--- config.mk ---
export PLATFORM = sky130hd
export DESIGN_NAME = if_fetch
export DESIGN_NICKNAME = d
export VERILOG_FILES = /design/src/rtl/if_fetch.sv
export SDC_FILE = /design/constraint.sdc
export NUM_CORES = 1
export LEC_CHECK = 0
export ABC_AREA = 1
export BUFFER_PORTS_ARGS = -buffer_cell sky130_fd_sc_hd__buf_2
export CORE_AREA = 2 2 180 182
export CTS_CLUSTER_DIAMETER = 200
export DETAILED_ROUTE_END_ITERATION = 12
export DIE_AREA = 0 0 182 184
export PLACE_DENSITY = 0.47
export SLEW_MARGIN = 20
export SYNTH_ARGS = -nofsm -noshare
export SYNTH_HDL_FRONTEND = slang
export SYNTH_SLANG_ARGS = --single-unit
--- constraint.sdc ---
create_clock -name clk -period 5.3 [get_ports clk]
set_input_delay 0.265 -clock clk [delete_from_list [all_inputs] [get_ports clk]]
set_output_delay 0.265 -clock clk [all_outputs]
set_load 0.01 [all_outputs]
--- src/rtl/if_fetch.sv ---
// Instruction fetch front end: credit-limited request issue, in-order response capture into a
// small prefetch buffer, and redirect handling that drops responses still in flight.
module if_fetch #(
    parameter logic [31:0] RESET_PC = 32'h0000_0000,
    parameter int          DEPTH    = 2
) (
    input  logic        clk,
    input  logic        rst_n,
    output logic        imem_req,
    output logic [31:0] imem_addr,
    input  logic        imem_gnt,
    input  logic        imem_rvalid,
    input  logic [31:0] imem_rdata,
    input  logic        redirect_valid,
    input  logic [31:0] redirect_pc,
    input  logic        stall,
    output logic        fetch_valid,
    output logic [31:0] fetch_addr_out,
    output logic [31:0] fetch_instr_out
);

    localparam int          PW        = $clog2(DEPTH);
    localparam int          CW        = $clog2(DEPTH + 1);
    localparam logic [31:0] WORD_MASK = 32'hFFFF_FFFC;
    localparam logic [31:0] PC_INIT   = RESET_PC & WORD_MASK;
    localparam logic [31:0] NOP       = 32'h0000_0013;
    localparam logic [CW:0] CREDIT    = (CW + 1)'(DEPTH);
    localparam logic [CW-1:0] FULL    = CW'(DEPTH);

    logic [31:0]   pc_q;
    logic [31:0]   resp_pc_q;
    logic [CW-1:0] out_cnt_q;
    logic [CW-1:0] out_cnt_next;
    logic [CW-1:0] disc_cnt_q;
    logic [CW-1:0] occ_q;
    logic [PW-1:0] head_q;
    logic [PW-1:0] tail_q;
    logic [31:0]   buf_addr  [DEPTH];
    logic [31:0]   buf_instr [DEPTH];

    logic grant;
    logic rsp_live;
    logic drop;
    logic push;
    logic pop;

    // Credit counts buffered entries plus every grant still owed a response,
    // including ones that will be discarded, so a push can never find the buffer full.
    assign imem_req  = rst_n && !redirect_valid &&
                       (({1'b0, occ_q} + {1'b0, out_cnt_q}) < CREDIT);
    assign imem_addr = pc_q;

    assign grant    = imem_req && imem_gnt;
    // A response with nothing outstanding (e.g. left over from before a reset) is ignored.
    assign rsp_live = imem_rvalid && (out_cnt_q != '0);
    assign drop     = rsp_live && (disc_cnt_q != '0);
    assign push     = rsp_live && (disc_cnt_q == '0) && !redirect_valid;
    assign pop      = fetch_valid && !stall && !redirect_valid;

    always_comb begin
        out_cnt_next = out_cnt_q;
        if (grant && !rsp_live) begin
            out_cnt_next = out_cnt_q + CW'(1);
        end else if (!grant && rsp_live) begin
            out_cnt_next = out_cnt_q - CW'(1);
        end
    end

    always_ff @(posedge clk or negedge rst_n) begin
        if (!rst_n) begin
            pc_q       <= PC_INIT;
            resp_pc_q  <= PC_INIT;
            out_cnt_q  <= '0;
            disc_cnt_q <= '0;
            occ_q      <= '0;
            head_q     <= '0;
            tail_q     <= '0;
        end else begin
            out_cnt_q <= out_cnt_next;
            if (redirect_valid) begin
                pc_q       <= redirect_pc & WORD_MASK;
                resp_pc_q  <= redirect_pc & WORD_MASK;
                disc_cnt_q <= out_cnt_next;
                occ_q      <= '0;
                head_q     <= '0;
                tail_q     <= '0;
            end else begin
                if (grant) begin
                    pc_q <= pc_q + 32'd4;
                end
                if (drop) begin
                    disc_cnt_q <= disc_cnt_q - CW'(1);
                end
                // Responses are in order, so the next kept response belongs to resp_pc_q.
                if (push) begin
                    tail_q    <= tail_q + PW'(1);
                    resp_pc_q <= resp_pc_q + 32'd4;
                end
                if (pop) begin
                    head_q <= head_q + PW'(1);
                end
                if (push && !pop) begin
                    occ_q <= occ_q + CW'(1);
                end else if (pop && !push) begin
                    occ_q <= occ_q - CW'(1);
                end
            end
        end
    end

    always_ff @(posedge clk) begin
        if (push) begin
            buf_addr[tail_q]  <= resp_pc_q;
            buf_instr[tail_q] <= imem_rdata;
        end
    end

    always_ff @(posedge clk) begin
        if (rst_n && push && !pop) begin
            assert (occ_q != FULL);
        end
    end

    assign fetch_valid     = (occ_q != '0);
    assign fetch_addr_out  = fetch_valid ? buf_addr[head_q]  : 32'h0;
    assign fetch_instr_out = fetch_valid ? buf_instr[head_q] : NOP;

endmodule
==> summary by stage, run 1 <==
Run status
The run finished with clean final reports.

GRT
The initial antenna violation count is 0. The global-route wire length before repair is 41800 um. Global routing used between 10% and 20% of the available tracks. The pin count of the biggest net entering global routing is 64. In the global route stage, met1 resource usage came out at about a quarter. The via count of the first global-routing pass is ~7300. The remaining global-route overflow is 0. The routing usage on met2 is roughly 25%. The layer carrying the most global-route usage is met2. For met3 alone, demand over resource in global routing was 2.99%.

Floorplan
The area of the die is approximately 33000 um2. The floorplan step defined a core boundary enclosing between 30000 and 40000 um2. The placement row count is 65. The die width is roughly 180 um.

168 I/O pins were placed. The floorplan step set the die height to around 180 um. The starting density of the core is between 20 and 30%.

Logic synthesis
The Yosys step of the flow raised 0 warnings. The gate count after technology mapping is between 1000 and 1500. The simple-gate share of the synthesized area is between 20% and 30%. Summing the areas of all compound-gate instances in the mapped netlist gives under 10% of the synthesized area. In the synthesized netlist the async set-or-reset flop fraction comes to between 30 and 40%. The combinational family with the most area after synthesis is simple AND/OR/NAND/NOR gates. The portion of synthesized area spent on multiplexers is 0%. The count of distinct cell types in the synthesized netlist is 39. Counting flops and latches in the post-synthesis netlist gives about 190. The synthesized netlist devotes 1.21% of its cell area to XOR and XNOR gates.

The most used flip-flop cell after synthesis is sky130_fd_sc_hd__edfxtp_1. The register area share after synthesis is 57.7%. In this run the mean area of a mapped cell was 8.78 um2. Summing every instance area after synthesis gives 9400 um2. The number of synthesized flops with an enable pin is 124. The adder-cell share of the synthesized area is less than 1%.

Worst setup path
At the worst endpoint, the arrival time is around 2800 ps. Together, buffers and inverters on the worst path number 3. The register-to-register setup slack is approximately 2500 ps. By startpoint and endpoint, the worst setup path is classified as flop to flop. The maximum fanout count along the critical path is 53. The critical path goes through inv_1 > ha_1 > nor2_4 > nand2_1 > nor2_1 > inv_1 > nor2_4 > buf_4. The dominant delay contributor by cell family on the critical path is buffers and inverters. The startpoint class of the critical path is a flop. Data on the critical path is required at its endpoint by between 5000 and 6000 ps. The cell with the largest stage delay on the worst path is sky130_fd_sc_hd__buf_4. The element type at the critical path end is a flop. The highest cell delay on the worst timing path is 670 ps.

Cells and area
The total inserted antenna cells is 0. The final-layout fill cell count is roughly 3300. At the end of the flow, the number of nets in the layout was about 1300.

The ratio of cells with drive above 1 in the final layout is between 10% and 20%. Compared with the post-synthesis result, the final layout area differs by 19.8%.

Timing
The clock arrives with between 10 and 15 ps of skew. Headroom to the max-slew limit came out at 38.4%. The post-route minimum period is between 2000 and 3000 ps. The slew of the pin with the lowest slew margin is 922 ps. The number of max-slew violations in the final report is 0.

Setup violations remaining at the end of the flow were counted as 0. Setup repair after global routing left no endpoint under its margin. In the finished design, the share of the clock period the worst path needs comes to around 52%. The upper clock frequency limit is about 0.36 GHz. For the final routed database, the setup TNS stands at 0 ps. The final number of hold-violating endpoints is 0.

Clock network
The number of setup buffers added after CTS is 0. The clock passes through at most 2 buffers. The count of instances resized after the clock tree is built is 0. The root buffer cell chosen for the clock tree is sky130_fd_sc_hd__clkbuf_16. The number of clock sinks is 192. The number of levels the H-tree was split into is 4. The CTS tree is yes. The CTS buffer count is 17. The clock-pin slew on the worst setup and hold paths is approximately 80 ps. The clock reaches the later pin of the worst-skew pair after 430 ps. The hold-fix buffer count after cts is 6.

Route
After detailed routing, the number of remaining DRC violations is 0. The total iterations of the first detailed-routing run is 5. In this run, the number of DRC markers left after iteration 0 of detailed routing was a little over 500. Summed over all layers, the routed wires come to ~27000 um. The number of routed nets with antenna violations is 0. The mean number of vias per cell is between 4 and 5.

For this block, the via count after detailed routing is about 7700. The routed wire length per instance is ~16 um.

Power
The power density over the cells is 428 nW/um2. Summed over all cells, the static leakage comes to 4.86 nW. VDD sags by at most between 0.0002 and 0.00025 V.

The total power of the final layout is about 4.8 mW.

Placed design
Routability-driven placement finished with a final weighted congestion of between 0.8 and 0.9. The count of input and output buffers is about 160. Summed over all nets, the half-perimeter wirelength after detailed placement is around 18000 um.

Run
The number of max-cap violations is 0.

Min path
The worst hold path belongs to the class primary input to flop.
==> cell type report <==
class	instances	area [um2]	share of cell area [%]
repair buffers	178	953	8.47
clock buffers	17	425	3.78
clock inverters	14	158	1.40
multi-input cells	755	3460	30.8
inverters	86	327	2.90
well taps	402	503	4.47
flip-flops and latches	192	5430	48.2
==> cells in the final DEF, fill, tap and decap left out, drive strengths merged <==
| master | n |
|---|---|
| a21oi | 77 |
| a31oi | 2 |
| and2 | 2 |
| buf | 170 |
| clkbuf | 17 |
| clkinv | 6 |
| conb | 4 |
| dfrtp | 68 |
| dlygate4sd3 | 8 |
| edfxtp | 124 |
| fa | 1 |
| ha | 4 |
| inv | 94 |
| nand2 | 385 |
| nand3 | 82 |
| nand3b | 8 |
| nand4 | 12 |
| nor2 | 109 |
| nor3 | 4 |
| o211ai | 12 |
| o21ai | 30 |
| o21bai | 4 |
| o221ai | 3 |
| o22ai | 1 |
| o31ai | 1 |
| or2 | 1 |
| xnor2 | 1 |
| xor2 | 12 |
==> flip-flops by register name, indices dropped and copies added, names as in the netlist <==
register and cells:
buf_instr 64, buf_addr 60, imem_addr 30, resp_pc_q 30
disc_cnt_q 2, occ_q 2, out_cnt_q 2, head_q 1
tail_q 1
==> per-stage QoR <==
stage | util, % | hold WS (ps) | area [um2] | instances | setup WS [ps]
after global routing | 35.9 | 0.566 | 11300 | 1644 | 2310
after CTS | 35.8 | 2.35 | 11200 | 1642 | 2500
after detailed placement | 33.7 | 299 | 10600 | 1605 | 2510
final | 35.9 | 19.9 | 11300 | 1644 | 2540
after floorplan | - | -30.6 | 9410 | 1073 | 1070
after global placement | 33.7 | 294 | 10600 | 1605 | 2520
==> kinds of logic after synthesis <==
family | Yosys count
simple gates | 603
buf+inv | 126
fa+ha+maj | 5
flops | 192
other cells | 1
xor+xnor | 13
compound gates | 130
==> synth_stat cells (5+ instances only) <==
master | count | area, um2
sky130_fd_sc_hd__nand4_1 | 12 | 75.1
sky130_fd_sc_hd__nand2_1 | 381 | 1430
sky130_fd_sc_hd__clkbuf_1 | 21 | 78.8
sky130_fd_sc_hd__nor2_1 | 99 | 372
sky130_fd_sc_hd__edfxtp_1 | 124 | 3720
sky130_fd_sc_hd__buf_4 | 9 | 67.6
sky130_fd_sc_hd__buf_2 | 5 | 25.0
sky130_fd_sc_hd__a21oi_1 | 77 | 385
sky130_fd_sc_hd__nor2_4 | 5 | 56.3
sky130_fd_sc_hd__xor2_1 | 12 | 105
sky130_fd_sc_hd__nand3_1 | 79 | 395
sky130_fd_sc_hd__o21ai_0 | 26 | 130
sky130_fd_sc_hd__nand3b_1 | 8 | 60.1
sky130_fd_sc_hd__o211ai_1 | 12 | 90.1
sky130_fd_sc_hd__nor2_2 | 5 | 31.3
sky130_fd_sc_hd__dfrtp_1 | 68 | 1700
sky130_fd_sc_hd__inv_1 | 80 | 300
==> worst register-to-register path: stages (launching register included) <==
cell                      delay, ps
sky130_fd_sc_hd__dfrtp_1        410
sky130_fd_sc_hd__inv_1           60
sky130_fd_sc_hd__ha_1           200
sky130_fd_sc_hd__nor2_4         170
sky130_fd_sc_hd__nand2_1        190
sky130_fd_sc_hd__nor2_1         170
sky130_fd_sc_hd__inv_1          150
sky130_fd_sc_hd__nor2_4         320
sky130_fd_sc_hd__buf_4          680
==> where the power goes <==
| group | leakage, nW | switching (mW) | internal (mW) |
|---|---|---|---|
| clock | 0.289 | 0.644 | 0.636 |
| sequential | 1.94 | 0.222 | 1.82 |
| combinational | 2.63 | 0.996 | 0.501 |
| total | 4.86 | 1.86 | 2.96 |
==> final timing paths <==
path | from | to | cells past startpoint
max | out_cnt_q[1]$_DFF_PN0_ | buf_addr[1][19]$_DFFE_PP_ | 8
max reg2reg | out_cnt_q[1]$_DFF_PN0_ | buf_addr[1][19]$_DFFE_PP_ | 8
min in group asynchronous | rst_n | imem_addr[25]$_DFFE_PN0P_ | 3
max in group asynchronous | rst_n | head_q$_DFFE_PN0P_ | 4
min reg2reg | resp_pc_q[6]$_DFFE_PN0N_ | buf_addr[0][6]$_DFFE_PP_ | 0
min | imem_rdata[23] | buf_instr[0][23]$_DFFE_PP_ | 1
==> per-layer routing <==
| layer | routed length, um | part of all wire (%) |
|---|---|---|
| met1 | 13300 | 50 |
| met2 | 11800 | 44 |
| met3 | 1280 | 4.8 |
| met4 | 289 | 1.1 |
| met5 | 0 | 0 |
No activity file was read; power rests on OpenSTA's default activity.
==> inputs of run 2 (changes only) <==
==> constraint.sdc (replaced) <==
create_clock -name clk -period 2.6 [get_ports clk]
set_input_delay 0.13 -clock clk [delete_from_list [all_inputs] [get_ports clk]]
set_output_delay 0.13 -clock clk [all_outputs]
set_load 0.01 [all_outputs]
==> run 2 against run 1 <==
Net effect: clock power grew 100%; clock skew shrank 3.4 ps; via count grew 2.4%; maximum frequency grew 27%; global-route usage grew 0.25 points; critical path depth grew 3; die area is the same; count of clock-buffer cells in the layout is the same; setup slack lost 2100 ps; routed wire length grew 0.47%.
==> summary by stage, run 2 (synthesized netlist as in run 1, its figures left out) <==
Worst setup path
The combined buffer and inverter count along the critical path is 3 (unchanged). The most critical setup path has its startpoint at occ_q[0]$_DFFE_PN0P_. The startpoint-to-endpoint class of the critical path is flop to flop. In this design, the largest share of critical-path delay is due to simple AND/OR/NAND/NOR gates. The endpoint identified for the worst register-to-register timing path is imem_addr[12]$_DFFE_PN0P_. The data required time at the worst endpoint is 2910 ps (-2450 ps). The cell with the largest stage delay on the worst path is sky130_fd_sc_hd__dfrtp_1.

The path depth of the worst reg2reg path is 11 (+3). The signal on the critical path passes through nand2_1 > inv_1 > fa_1 > nor2_1 > nand3_2 > inv_2 > nand2_4 > nand2_4 > inv_2 > nand2_1 > nand3_1. The worst path arrival time is 2490 ps (-330 ps).

STA classifies the critical path startpoint as a flop. The critical path depth is 11 (+3). The maximum fanout count along the critical path is 22 (-58%). The capturing instance or port of the critical path is imem_addr[12]$_DFFE_PN0P_. The register-to-register setup slack is 420 ps (-2120 ps). The element type at the critical path end is a flop. The highest cell delay on the worst timing path came to 450 ps (-220 ps).

The startpoint identified for the worst register-to-register timing path is occ_q[0]$_DFFE_PN0P_.

Timing
The post-route minimum period is 2180 ps (-583 ps). The hold slack is 4.16 ps (-15.7 ps). The upper clock frequency limit is 0.459 GHz (+27%). The slew of the pin with the lowest slew margin came to 780 ps (-142 ps). The worst max-slew margin expressed relative to the limit is 48.0% (+9.6 points). The final clock period utilization by the worst path is 83.9% (+32 points). The number of max-slew violations in the final report was 0 (unchanged). Setup repair after global routing left no endpoint under its margin. The worst clock skew on the final layout is 9.15 ps (-3.37 ps).

The final-report setup violation count is 0 (unchanged). The final number of hold-violating endpoints is 0 (unchanged).

Placed design
The global placement routability congestion is 0.823 (-1.7%). The count of input and output buffers is 161 (unchanged). The number of placed instances with taps included is 1612 (+0.44%).

The placed wire-length estimate after detailed placement is 18500 um (+1.8%).

Cells and area
In the layout the commonest cells are 381 x sky130_fd_sc_hd__nand2_1, 161 x sky130_fd_sc_hd__buf_2, 124 x sky130_fd_sc_hd__edfxtp_1. The largest registers in the layout are buf_instr: 64 flops, buf_addr: 60 flops. The total inserted antenna cells is 0 (unchanged). The count of placed standard cells in the final layout, fillers left out was 1691 (+2.9%). The flip-flop count of the largest register, all copies and words added came to 64 (unchanged).

The final layout net count is 1352 (+3.6%). The final-layout fill cell count is 3206 (-2.7%). The library cell used most frequently in the layout, excluding fill and tap cells, is sky130_fd_sc_hd__nand2_1. The register name with the most flops is buf_instr. The growth of design area from synthesis to finish is 25.1%. The ratio of cells with drive above 1 in the final layout came to 18.3% (-0.13 points).

The post-layout utilization of the core is 37.4% (+1.6 points).

Power
The power density over the cells is 844 nW/um2 (+97%). The total power of the final layout came to 9.92 mW (+110%). The worst voltage drop across the vdd grid was 0.000416 V (+92%). The leakage power summed over all cells is 5.07 nW (+4.4%).

Clock network
The clock-pin slew on the worst setup and hold paths is 80 ps (about the same). TritonCTS built the clock tree. The number of levels the H-tree was split into was 4 (unchanged).

The maximum clock insertion buffer count is 2 (unchanged). The count of instances resized after the clock tree is built was 0 (unchanged). The insertion delay of the later-clocked pin in the worst-skew pair is 440 ps (about the same). The root buffer cell chosen for the clock tree is sky130_fd_sc_hd__clkbuf_16.

The number of clock sinks is 192 (unchanged). The CTS buffer count came to 17 (unchanged). The number of setup buffers added after CTS is 0 (unchanged).

Min path
In this run the worst hold path is classified as primary input to flop.

GRT
The via count of the first global-routing pass is 7392 (+0.89%). The global-route wire length before repair is 42500 um (+1.6%). The remaining global-route overflow is 0 (unchanged). The pin count of the biggest net entering global routing came to 64 (unchanged). The global-route usage over all layers came to 16.4% (+0.25 points). The initial antenna violation count is 0 (unchanged).

Floorplan
The die width is 182 um (unchanged). The area of the die is 33500 um2 (unchanged). The boundary pin count is 168 (unchanged). The vertical die dimension was 184 um (unchanged).

The area of the core region came to 31400 um2 (unchanged). The placement row count is 65 (unchanged). The starting density of the core is 29.9% (unchanged).

Route
The number of routed nets with antenna violations is 0 (unchanged). The final routed DRC violation total is 0 (unchanged). The starting DRC count in detailed routing is 456 (-9.9%).

The routed wire length per instance is 15.8 um (-2.3%). The sum of routed wire length over all layers is 26800 um (+0.47%). The total iterations of the first detailed-routing run is 5 (unchanged). The via count is 7867 (+2.4%).

The mean number of vias per cell is 4.65 (-0.41%).

Run
The number of max-cap violations is 0 (unchanged).

Run status
The run finished with clean final reports.
-- run 2: cell count changes in the layout (fill, tap and decap cells not counted), sizes merged --
cell / change
dlygate4sd3: +40
clkinv: +3
inv: -3
buf: +7
-- run 2: how the worst min path moves through the flow --
stage                               start                          to  depth (start not counted)
after floorplan                     rst_n   disc_cnt_q[0]$_DFFE_PN0P_                          0
after global placement     imem_rdata[17]  buf_instr[1][17]$_DFFE_PP_                          1
after detailed placement    imem_rdata[3]   buf_instr[0][3]$_DFFE_PP_                          1
after CTS                 redirect_pc[20]   resp_pc_q[20]$_DFFE_PN0N_                          3
after global routing       redirect_pc[4]    resp_pc_q[4]$_DFFE_PN0N_                          3
final                     redirect_pc[20]   resp_pc_q[20]$_DFFE_PN0N_                          3
-- run 2: worst register-to-register path, cell delays in order (launching register included) --
cell and delay (ps):
sky130_fd_sc_hd__dfrtp_1 450, sky130_fd_sc_hd__nand2_1 80, sky130_fd_sc_hd__inv_1 40, sky130_fd_sc_hd__fa_1 430, sky130_fd_sc_hd__nor2_1 140, sky130_fd_sc_hd__nand3_2 110, sky130_fd_sc_hd__inv_2 100, sky130_fd_sc_hd__nand2_4 90
sky130_fd_sc_hd__nand2_4 240, sky130_fd_sc_hd__inv_2 200, sky130_fd_sc_hd__nand2_1 100, sky130_fd_sc_hd__nand3_1 80
-- run 2: power by group --
group | total, mW | leakage, nW | internal, mW | switching (mW)
sequential | 4.15 | 1.94 | 3.71 | 0.438
combinational | 3.16 | 2.85 | 1.10 | 2.05
clock | 2.61 | 0.287 | 1.29 | 1.32
-- run 2: per-layer routing --
| layer | GRT usage [%] | vias up | share of wire, % |
|---|---|---|---|
| li1 | - | 3954 | - |
| met1 | 23.9 | 3680 | 50 |
| met2 | 24.8 | 207 | 44 |
| met3 | 3.59 | 26 | 5.1 |
| met4 | 3.94 | 0 | 1.5 |
| met5 | 0 | - | 0 |
-- run 2: repair_timing --
action	CTS	global route
hold endpoints to repair	113	0
endpoints found under the setup margin	0	0
hold buffers	48	0
-- run 2: through the flow --
step | setup TNS, ps | setup WS (ps) | area [um2]
global route | 0 | 178 | 11800
detailed placement | 0 | 410 | 10700
finish | 0 | 419 | 11800
global placement | 0 | 395 | 10700
floorplan | -72640 | -589 | 9410
CTS | 0 | 393 | 11800
-- run 2: layout make-up --
type / instances / area (um2) / area share, %
multi-input cells: 755 / 3460 / 29.5
flip-flops and latches: 192 / 5430 / 46.2
clock buffers: 17 / 425 / 3.62
clock inverters: 14 / 163 / 1.38
well taps: 402 / 503 / 4.28
inverters: 86 / 327 / 2.78
repair buffers: 225 / 1440 / 12.3
==> inputs of run 3 (changes only) <==
--- a/config.mk
+++ b/config.mk
@@ -11,7 +11,7 @@
 export CTS_CLUSTER_DIAMETER = 200
 export DETAILED_ROUTE_END_ITERATION = 12
 export DIE_AREA = 0 0 182 184
-export PLACE_DENSITY = 0.47
+export PLACE_DENSITY = 0.49
 export SLEW_MARGIN = 20
 export SYNTH_ARGS = -nofsm -noshare
 export SYNTH_HDL_FRONTEND = slang
==> constraint.sdc (replaced) <==
create_clock -name clk -period 1.9 [get_ports clk]
set_input_delay 0.095 -clock clk [delete_from_list [all_inputs] [get_ports clk]]
set_output_delay 0.095 -clock clk [all_outputs]
set_load 0.01 [all_outputs]
==> run 3 against run 2 <==
Net effect: the run now ends with hold timing, setup timing left; power increased by 48%; clock skew increased by 7.5 ps; sequential share of layout area fell by 3.1 points; combinational power increased by 70%; setup slack worse by 510 ps; non-clock buffer count is 45 higher; core utilization increased by 2.7 points; via count increased by 2.4%; critical endpoint is now imem_req; largest cell class unchanged.
==> summary by stage, run 3 (synthesized netlist as in run 1, its figures left out) <==
Cells and area
The ratio of cells with drive above 1 in the final layout is 23.5% (+5.2 points). The post-layout utilization of the core is 40.1% (+2.7 points). The leading cell type in the layout, fill and taps excluded is sky130_fd_sc_hd__nand2_1.

The final layout net count is 1399 (+3.5%). Ranked by flip-flop count, first place goes to buf_instr. The area of all placed cells without fillers is 12600 um2 (+7.2%). The total inserted antenna cells is 0 (unchanged). In the layout the commonest cells are 369 x sky130_fd_sc_hd__nand2_1, 160 x sky130_fd_sc_hd__buf_2, 124 x sky130_fd_sc_hd__edfxtp_1.

The largest registers in the layout are buf_instr: 64 flops, buf_addr: 60 flops. The count of placed standard cells in the final layout, fillers left out is 1739 (+2.8%). Compared with the post-synthesis result, the final layout area differs by 34.1%. The flip-flop count of the largest register, all copies and words added was 64 (unchanged).

Worst setup path
The largest individual stage delay along the critical path comes from the cell sky130_fd_sc_hd__fa_1. Traced cell by cell, the critical path runs through nand2_1 > inv_1 > fa_1 > nor2_2 > nand3_2 > inv_2 > buf_6 > buf_6. The worst path arrival time was 1900 ps (-590 ps).

The highest cell delay on the worst timing path came to 450 ps (about the same). The data required time at the worst endpoint is 1800 ps (-1110 ps). The worst setup path is captured at an output port. The critical path in this run is classified as flop to output port. The cell family contributing the most delay on the critical path is adder cells. The combined buffer and inverter count along the critical path was 4 (+1).

By instance count, the cell type seen most on the critical path is sky130_fd_sc_hd__buf_6. STA classifies the critical path startpoint as a flop. The maximum fanout count along the critical path is 2 (-91%).

Placed design
The pre-CTS worst setup slack is -94.1 ps (-504 ps). The global placement routability congestion is 0.866 (+5.2%). The count of input and output buffers is 161 (unchanged). The number of placed instances with taps included is 1637 (+1.6%). The placed wire-length estimate after detailed placement was 19000 um (+2.6%). The cell area after placement is 10900 um2 (+2.4%).

Clock network
The clock-pin slew on the worst setup and hold paths came to 80 ps (about the same). The number of levels the H-tree was split into was 4 (unchanged). The CTS buffer count is 17 (unchanged). The root buffer cell is sky130_fd_sc_hd__clkbuf_16. The maximum clock insertion buffer count was 2 (unchanged). The number of clock sinks was 192 (unchanged). The CTS tree is yes.

The insertion delay of the later-clocked pin in the worst-skew pair is 440 ps (about the same).

Route
The starting DRC count in detailed routing is 611 (+34%). The routed wire length per instance was 16.5 um (+4.2%). The final routed DRC violation total was 0 (unchanged). The sum of routed wire length over all layers is 28700 um (+7.1%). The via count is 8056 (+2.4%). The total iterations of the first detailed-routing run is 5 (unchanged).

The mean number of vias per cell was 4.63 (-0.42%). The number of routed nets with antenna violations came to 0 (unchanged).

Power
The share of power burned in registers came to 38.6% (-3.2 points). The internal power component is 9.00 mW (+47%). The fraction of power spent switching nets is 38.5% (+0.12 points). The power density over the cells is 1160 nW/um2 (+38%). The total power of the final layout is 14.6 mW (+48%). The leakage power summed over all cells was 5.42 nW (+6.9%). The relative contribution of combinational cells to total power came to 36.6% (+4.8 points). The clock network fraction of total power is 24.8% (-1.5 points).

The net switching power is 5.64 mW (+48%). The worst voltage drop across the vdd grid was 0.000636 V (+53%).

Timing
The hold slack is -1.51 ps (-5.67 ps). The final number of hold-violating endpoints is 1 (+1). The upper clock frequency limit is approximately 0.5 GHz.

The worst clock skew on the final layout is 16.7 ps (+7.52 ps). Setup repair after global routing could not meet its margin everywhere. The post-route setup TNS is -964 ps (-964 ps). The number of max-slew violations in the final report is 0 (unchanged).

The post-route minimum period is approximately 2000 ps. The final-report setup violation count came to 26 (+26). The worst path setup slack after routing is -92.0 ps (-511 ps). The final clock period utilization by the worst path is 105%.

Floorplan
The area of the core region is 31400 um2 (unchanged). The boundary pin count came to 168 (unchanged). The vertical die dimension was 184 um (unchanged). The starting density of the core came to 29.9% (unchanged). The placement row count came to 65 (unchanged). The die width is 182 um (unchanged). The area of the die is 33500 um2 (unchanged).

GRT
The pin count of the biggest net entering global routing is 69 (+7.8%). The remaining global-route overflow is 0 (unchanged). The initial antenna violation count came to 0 (unchanged).

The global-route wire length before repair is 42800 um (+0.76%). The global-route usage over all layers came to 16.6% (+0.19 points). The via count of the first global-routing pass was 7654 (+3.5%).

Run status
The flow ran to the end, but the final reports show violations. The checks that failed: hold timing, setup timing.

Min path
The tightest min-delay check is of the primary input to flop type.

Run
The number of max-cap violations is 0 (unchanged).
## run 3: cell count changes in the layout (fill, tap and decap cells not counted), moves of 4 or more
cell and delta:
sky130_fd_sc_hd__nand2_1 -12, sky130_fd_sc_hd__buf_12 +8, sky130_fd_sc_hd__dlygate4sd3_1 +8, sky130_fd_sc_hd__buf_4 +12, sky130_fd_sc_hd__nand2_2 +8, sky130_fd_sc_hd__o21ai_0 -16, sky130_fd_sc_hd__nand3_1 -10, sky130_fd_sc_hd__o21ai_1 +9
sky130_fd_sc_hd__o21ai_2 +7, sky130_fd_sc_hd__buf_6 +13, sky130_fd_sc_hd__clkbuf_16 +4, sky130_fd_sc_hd__nor2_1 -4, sky130_fd_sc_hd__nand3_2 +7
## run 3: per-layer routing
metal | share of wire (%) | track usage [%] | vias to the layer above
met4 | 0.62 | 2.97 | 0
met3 | 4.4 | 2.61 | 13
met2 | 46 | 26.6 | 224
met1 | 49 | 24.0 | 3777
li1 | - | - | 4042
met5 | 0 | 0 | -
## run 3: power by group through the flow
stage	clock, mW	combinational [mW]	sequential (mW)
floorplan	0	2.64	5.61
global placement	0	4.66	5.71
detailed placement	0	4.68	5.72
CTS	3.71	4.90	5.64
global route	3.88	5.92	5.74
finish	3.62	5.36	5.66
## run 3: final cells by class
cell class,instances,area (um2)
fillers,3119,18800
inverters,86,349
repair buffers,270,2030
well taps,402,503
clock buffers,18,429
repair inverters,1,11.3
clock inverters,14,159
flip-flops and latches,192,5430
multi-input cells,756,3690
## run 3: final timing paths
path	start	endpoint	slack, ps	cells after the start
worst max-delay path	occ_q[0]$_DFFE_PN0P_	imem_req	-90	8
worst min-delay path	redirect_pc[28]	imem_addr[28]$_DFFE_PN0P_	-2	5
worst max register to register	occ_q[0]$_DFFE_PN0P_	imem_addr[25]$_DFFE_PN0P_	-60	13
worst min register to register	resp_pc_q[10]$_DFFE_PN0N_	buf_addr[1][10]$_DFFE_PP_	560	0
max in group asynchronous	rst_n	head_q$_DFFE_PN0P_	1220	3
min in group asynchronous	rst_n	imem_addr[24]$_DFFE_PN0P_	300	3
## run 3: repair_timing
action | CTS | global route
setup endpoints to repair | 48 | 142
buffers inserted | 3 | 3
gates cloned | 1 | 7
pin swaps | 3 | 11
hold endpoints to repair | 165 | 0
gates resized for setup | 21 | 69
hold buffers | 56 | 0
## run 3: worst reg2reg max path: stages, from the launching register on
cell	delay (ps)
sky130_fd_sc_hd__dfrtp_1	380
sky130_fd_sc_hd__nand2_1	60
sky130_fd_sc_hd__inv_1	40
sky130_fd_sc_hd__fa_1	450
sky130_fd_sc_hd__nor2_2	120
sky130_fd_sc_hd__nand3_2	110
sky130_fd_sc_hd__inv_2	110
sky130_fd_sc_hd__buf_6	120
sky130_fd_sc_hd__nand2_8	80
sky130_fd_sc_hd__nand2_8	100
sky130_fd_sc_hd__buf_6	130
sky130_fd_sc_hd__o21ai_1	60
sky130_fd_sc_hd__inv_1	50
sky130_fd_sc_hd__nand2_1	50
